==> config.mk <==
export PLATFORM = sky130hd
export DESIGN_NAME = fetch_unit
export DESIGN_NICKNAME = d
export VERILOG_FILES = /design/src/rtl/rv32i_types.sv /design/src/rtl/fetch_fifo.sv /design/src/rtl/fetch_unit.sv
export SDC_FILE = /design/constraint.sdc
export NUM_CORES = 1
export LEC_CHECK = 0
export CORE_MARGIN = 3
export CORE_UTILIZATION = 40
export DETAILED_ROUTE_END_ITERATION = 6
export GPL_TIMING_DRIVEN = 0
export PLACE_DENSITY = 0.63
export SYNTH_ARGS = -nofsm -noshare
export SYNTH_HDL_FRONTEND = slang
export SYNTH_SLANG_ARGS = --single-unit
==> constraint.sdc <==
create_clock -name clk -period 6.5 [get_ports clk]
set_input_delay 1.625 -clock clk [delete_from_list [all_inputs] [get_ports clk]]
set_output_delay 1.625 -clock clk [all_outputs]
set_load 0.05 [all_outputs]
==> src/rtl/rv32i_types.sv <==
// Shared types for the RV32I front end: NOP encoding, fetch FSM states and the
// buffered fetch entry layout.
package rv32i_types;

  localparam logic [31:0] NOP_INSTR = 32'h0000_0013;

  typedef enum logic [1:0] {
    IDLE,
    WAIT,
    DISCARD
  } fetch_state_e;

  typedef struct packed {
    logic [31:0] pc;
    logic [31:0] instr;
  } fetch_entry_t;

endpackage

==> src/rtl/fetch_fifo.sv <==
// Small registered FIFO for fetched {pc, instr} entries; flush has priority over
// push and pop.
module fetch_fifo #(
  parameter int unsigned WIDTH = 64,
  parameter int unsigned DEPTH = 2
) (
  input  logic             clk,
  input  logic             rst_n,
  input  logic             push,
  input  logic [WIDTH-1:0] push_data,
  input  logic             pop,
  input  logic             flush,
  output logic             full,
  output logic             empty,
  output logic [WIDTH-1:0] head
);

  localparam int unsigned AW = $clog2(DEPTH);
  localparam int unsigned CW = AW + 1;

  logic [WIDTH-1:0] mem_q [DEPTH];
  logic [AW-1:0]    wr_ptr_q, rd_ptr_q;
  logic [CW-1:0]    count_q;

  // Storage needs no reset: entries are only observed while counted valid.
  always_ff @(posedge clk) begin
    if (push && !flush) begin
      mem_q[wr_ptr_q] <= push_data;
    end
  end

  always_ff @(posedge clk or negedge rst_n) begin
    if (!rst_n) begin
      wr_ptr_q <= '0;
      rd_ptr_q <= '0;
      count_q  <= '0;
    end else if (flush) begin
      wr_ptr_q <= '0;
      rd_ptr_q <= '0;
      count_q  <= '0;
    end else begin
      if (push) wr_ptr_q <= wr_ptr_q + AW'(1);
      if (pop)  rd_ptr_q <= rd_ptr_q + AW'(1);
      unique case ({push, pop})
        2'b10:   count_q <= count_q + CW'(1);
        2'b01:   count_q <= count_q - CW'(1);
        default: count_q <= count_q;
      endcase
    end
  end

  assign full  = (count_q == CW'(DEPTH));
  assign empty = (count_q == '0);
  assign head  = mem_q[rd_ptr_q];

endmodule

==> src/rtl/fetch_unit.sv <==
// RV32I fetch stage: owns the PC, issues single outstanding I-cache reads and
// buffers returned words for the instruction register.
module fetch_unit
  import rv32i_types::*;
#(
  parameter logic [31:0] RESET_PC   = 32'h0000_0060,
  parameter int unsigned FIFO_DEPTH = 2
) (
  input  logic        clk,
  input  logic        rst_n,
  output logic        imem_read,
  output logic [31:0] imem_address,
  input  logic [31:0] imem_rdata,
  input  logic        imem_resp,
  input  logic        redirect_valid,
  input  logic [31:0] redirect_pc,
  input  logic        stall,
  output logic        out_valid,
  output logic [31:0] out_instr,
  output logic [31:0] out_pc,
  output logic        ir_load
);

  fetch_state_e state_q, state_d;
  logic [31:0]  pc_q, pc_d;
  logic [31:0]  req_addr_q, req_addr_d;
  logic [31:0]  redirect_tgt;
  logic         push;
  logic         fifo_full, fifo_empty;
  fetch_entry_t push_entry, head_entry;

  assign redirect_tgt = redirect_pc & 32'hFFFF_FFFC;
  assign push_entry   = '{pc: req_addr_q, instr: imem_rdata};

  always_comb begin
    state_d    = state_q;
    pc_d       = pc_q;
    req_addr_d = req_addr_q;
    push       = 1'b0;
    unique case (state_q)
      IDLE: begin
        if (redirect_valid) begin
          pc_d = redirect_tgt;
        end else if (!fifo_full) begin
          req_addr_d = pc_q;
          state_d    = WAIT;
        end
      end
      WAIT: begin
        if (imem_resp) begin
          if (redirect_valid) begin
            pc_d = redirect_tgt;
          end else begin
            push = 1'b1;
            pc_d = pc_q + 32'd4;
          end
          state_d = IDLE;
        end else if (redirect_valid) begin
          // The cache cannot abort, so keep the request up and drop its data later.
          pc_d    = redirect_tgt;
          state_d = DISCARD;
        end
      end
      DISCARD: begin
        if (redirect_valid) pc_d = redirect_tgt;
        if (imem_resp) state_d = IDLE;
      end
      default: state_d = IDLE;
    endcase
  end

  always_ff @(posedge clk or negedge rst_n) begin
    if (!rst_n) begin
      state_q    <= IDLE;
      pc_q       <= RESET_PC;
      req_addr_q <= RESET_PC;
    end else begin
      state_q    <= state_d;
      pc_q       <= pc_d;
      req_addr_q <= req_addr_d;
    end
  end

  fetch_fifo #(
    .WIDTH($bits(fetch_entry_t)),
    .DEPTH(FIFO_DEPTH)
  ) u_fifo (
    .clk      (clk),
    .rst_n    (rst_n),
    .push     (push),
    .push_data(push_entry),
    .pop      (ir_load),
    .flush    (redirect_valid),
    .full     (fifo_full),
    .empty    (fifo_empty),
    .head     (head_entry)
  );

  assign imem_read    = (state_q != IDLE);
  assign imem_address = req_addr_q;
  assign out_valid    = !fifo_empty;
  assign out_instr    = out_valid ? head_entry.instr : NOP_INSTR;
  assign out_pc       = out_valid ? head_entry.pc : 32'h0;
  assign ir_load      = out_valid && !stall && !redirect_valid;

endmodule
==> summary.md <==
| Metric | Value |
|---|---|
| Status | completed |
| Clock tree sinks | 198 |
| Die H | 150.8 microns |
| Period utilization | 97.56% |
| Cell Area, Synth | 8387 sq um |
| Worst-path clk slew | 0.07 ns |
| Number of H-tree levels | 4 |
| Hold Path Stages | 1 |
| Clock tree buffer depth | 2 |
| Row count | 52 |
| Total congestion overflow | 0 |
| Die ar. | 22740 sq um |
| Final WL | 21410 microns |
| Power density over the cells | 318.1 nW/um^2 |
| Most frequent cell after synthesis | edfxtp_1 |
| Final WS setup | 0.1588 ns |
| Syn_area_per_cell | 13.42 sq um |
| Initial DRC count | 450 |
| Reg area | 5600 sq um |
| Synth cell count leaders | edfxtp_1, nor2_1, mux2i_1, dfrtp_1, mux2_2 |
| Post-DP HPWL | 14680 microns |
| Share of cells above drive strength 1 | 11.17% |
| Worst hold path class | flop to flop |
| Distinct cells, synth | 60 |
| Fill cells | 1750 |
| Final nets | 881 |
| Ports | 168 |
| CP Launch Type | input port |
| Max_cap viols | 0 |
| Diodes inserted | 0 |
| Global-route usage over all layers | 19.14% |
| Clock Root Buffer | clkbuf_16 |
| Port bufs | 164 |
| F_max | 157.7 MHz |
| Final Max Slew Viols | 0 |
| Mapped Nets | 695 |
| Finished Core Util | 53.99% |
| DRC | 0 |
| Worst Reg-to-Reg Cells | 6 |
| Async set-reset flop share out of synthesis | 35.35% |
| Number of global-route vias before repair | 6042 |
| Die W | 150.8 microns |
| Endpoints failing setup | 0 |
| Top_reg_cell synth | edfxtp_1 |
| Skew-Pair Late Insertion Delay | 0.43 ns |
| Clk_skew | 0.01615 ns |
| Critical path capture point type | primary output |
| Sequential share of the synthesized area | 66.78% |
| Final Hold Vio Count | 0 |
| CP Class | input port to primary output |
| Number of setup buffers added after CTS | 0 |
| Clock period minus worst slack | 6.341 ns |
| Largest cells by area after synthesis | edfxtp_1, dfrtp_1, mux2i_1, mux2_2, nor2_1 |
| Initial antenna violation count | 0 |
| Syn Inst Count | 625 |
| Max IR drop VDD | 232.0 uV |
| Placer Congestion | 0.9034 |
| Pleak | 3.821 nW |
| DP Worst Slack | 0.2673 ns |
| Largest net degree at the start of global routing | 71 |
| DR vias | 5859 |
| #FFs+latches synth | 198 |
| Avg WL per Cell | 19.57 microns |
| Worst-path maximum fanout | 10 |
| CTS Hold Bufs | 0 |
| Number of synthesized flops with an enable pin | 128 |
| Data arrival time of the critical path | 4.72 ns |
| Yosys warnings | 0 |
| RSZ-0062 raised after global routing | false |
| Num CTS Buffers | 17 |
| CP required | 4.88 ns |
| Post-cts repair resize count | 0 |
| Worst slew margin | 35.88% |
| Post-route ant nets | 0 |
| Area growth from synthesis to layout | 31.51% |
| Multi-input logic area | 2614 sq um |
| Worst slew pin tran | 0.9618 ns |
| CORE AREA | 20430 sq um |
| Synth area leader | edfxtp_1 |
| CTS tree | yes |
| Yosys top cell area share | 45.83% |
| First drt pass iteration count | 5 |
| Initial Utilization | 41.05% |
| Wire length of the first global-routing pass | 33220 microns |
| Vias/cell | 5.356 |
worst paths after layout:
kind / from / end / slack [ns]
max: redirect_valid / ir_load / 0.16
min: pc_q[1] / pc_q[1] / 0.49
max reg2reg: state_q[1] / pc_q[4] / 4.06
min reg2reg: pc_q[1] / pc_q[1] / 0.49
max in group asynchronous: rst_n / imem_address[25] / 4.55
min in group asynchronous: rst_n / imem_address[7] / 1.33
flip-flops by register name, indices dropped and copies added, names as in the netlist:
name             count
imem_address        32
pc_q                32
state_q              2
u_fifo.count_q       2
u_fifo.mem_q       128
u_fifo.rd_ptr_q      1
u_fifo.wr_ptr_q      1
area by class of cell:
| class | count | share of cell area [%] |
|---|---|---|
| clock inverter | 11 | 0.7828 |
| clock buffer | 21 | 4.379 |
| timing repair buffer | 167 | 15.61 |
| inverter | 9 | 0.3063 |
| tap | 270 | 3.063 |
| buffer | 36 | 1.384 |
| multi-input combinational | 382 | 23.70 |
| sequential | 198 | 50.78 |
power breakdown:
part / internal [W] / switching, W
Clock: 0.000544 / 0.000481
Sequential: 0.00151 / 0.000124
Combinational: 0.000313 / 0.000540
Total: 0.00236 / 0.00114
critical path, stage by stage:
cell	delay [ns]
clkdlybuf4s50_1	0.62
clkbuf_1	0.52
buf_1	0.54
clkbuf_1	0.53
nor3_1	0.13
clkdlybuf4s50_1	0.75
per-stage QoR:
| stage | total power, W | area [sq um] | instances | TNS (ns) | hold WS (ns) |
|---|---|---|---|---|---|
| 2_1_floorplan | 0.002164 | 8392 | 625 | 0 | 0.4474 |
| 3_3_place_gp | 0.002489 | 10370 | 1059 | -39.42 | 0.4636 |
| 3_5_place_dp | 0.002513 | 10460 | 1062 | 0 | 0.4728 |
| 4_1_cts | 0.003538 | 11030 | 1094 | 0 | 0.4901 |
| 5_1_grt | 0.003652 | 11030 | 1094 | 0 | 0.4945 |
| 6_report | 0.003508 | 11030 | 1094 | 0 | 0.4866 |
layer usage:
layer | routed length (microns) | global-route usage (%) | vias to the layer above
met5 | 0 | 0 | -
met4 | 421 | 6.346 | 0
met3 | 1416 | 4.279 | 31
met2 | 10280 | 30.81 | 195
met1 | 9292 | 25.90 | 2913
li1 | - | - | 2720
cells by family (layout without fill, tap and decap cells):
logic type                 count (synthesis)  after routing  synth area share (%)
and+or+nand+nor                          198            198                 11.83
buffers and inverters                     45            244                 2.223
adders and majority gates                  1              1                0.1492
xor gates and xnor gates                   2              2                0.2089
DFF                                      198            198                 66.78
muxes                                    101            101                 12.53
AOI/OAI and AO/OA                         80             80                 6.281
cells in the final DEF (no fill, tap or decap), drive strengths merged, types with 14 or more instances in the layout:
master,instances
clkdlybuf4s50,163
edfxtp,128
nor2,85
mux2i,69
dfrtp,66
clkbuf,41
mux2,32
nand3,28
nand2,24
a21oi,20
buf,20
nor3,18
inv,14
No activity file was read; power rests on OpenSTA's default activity.
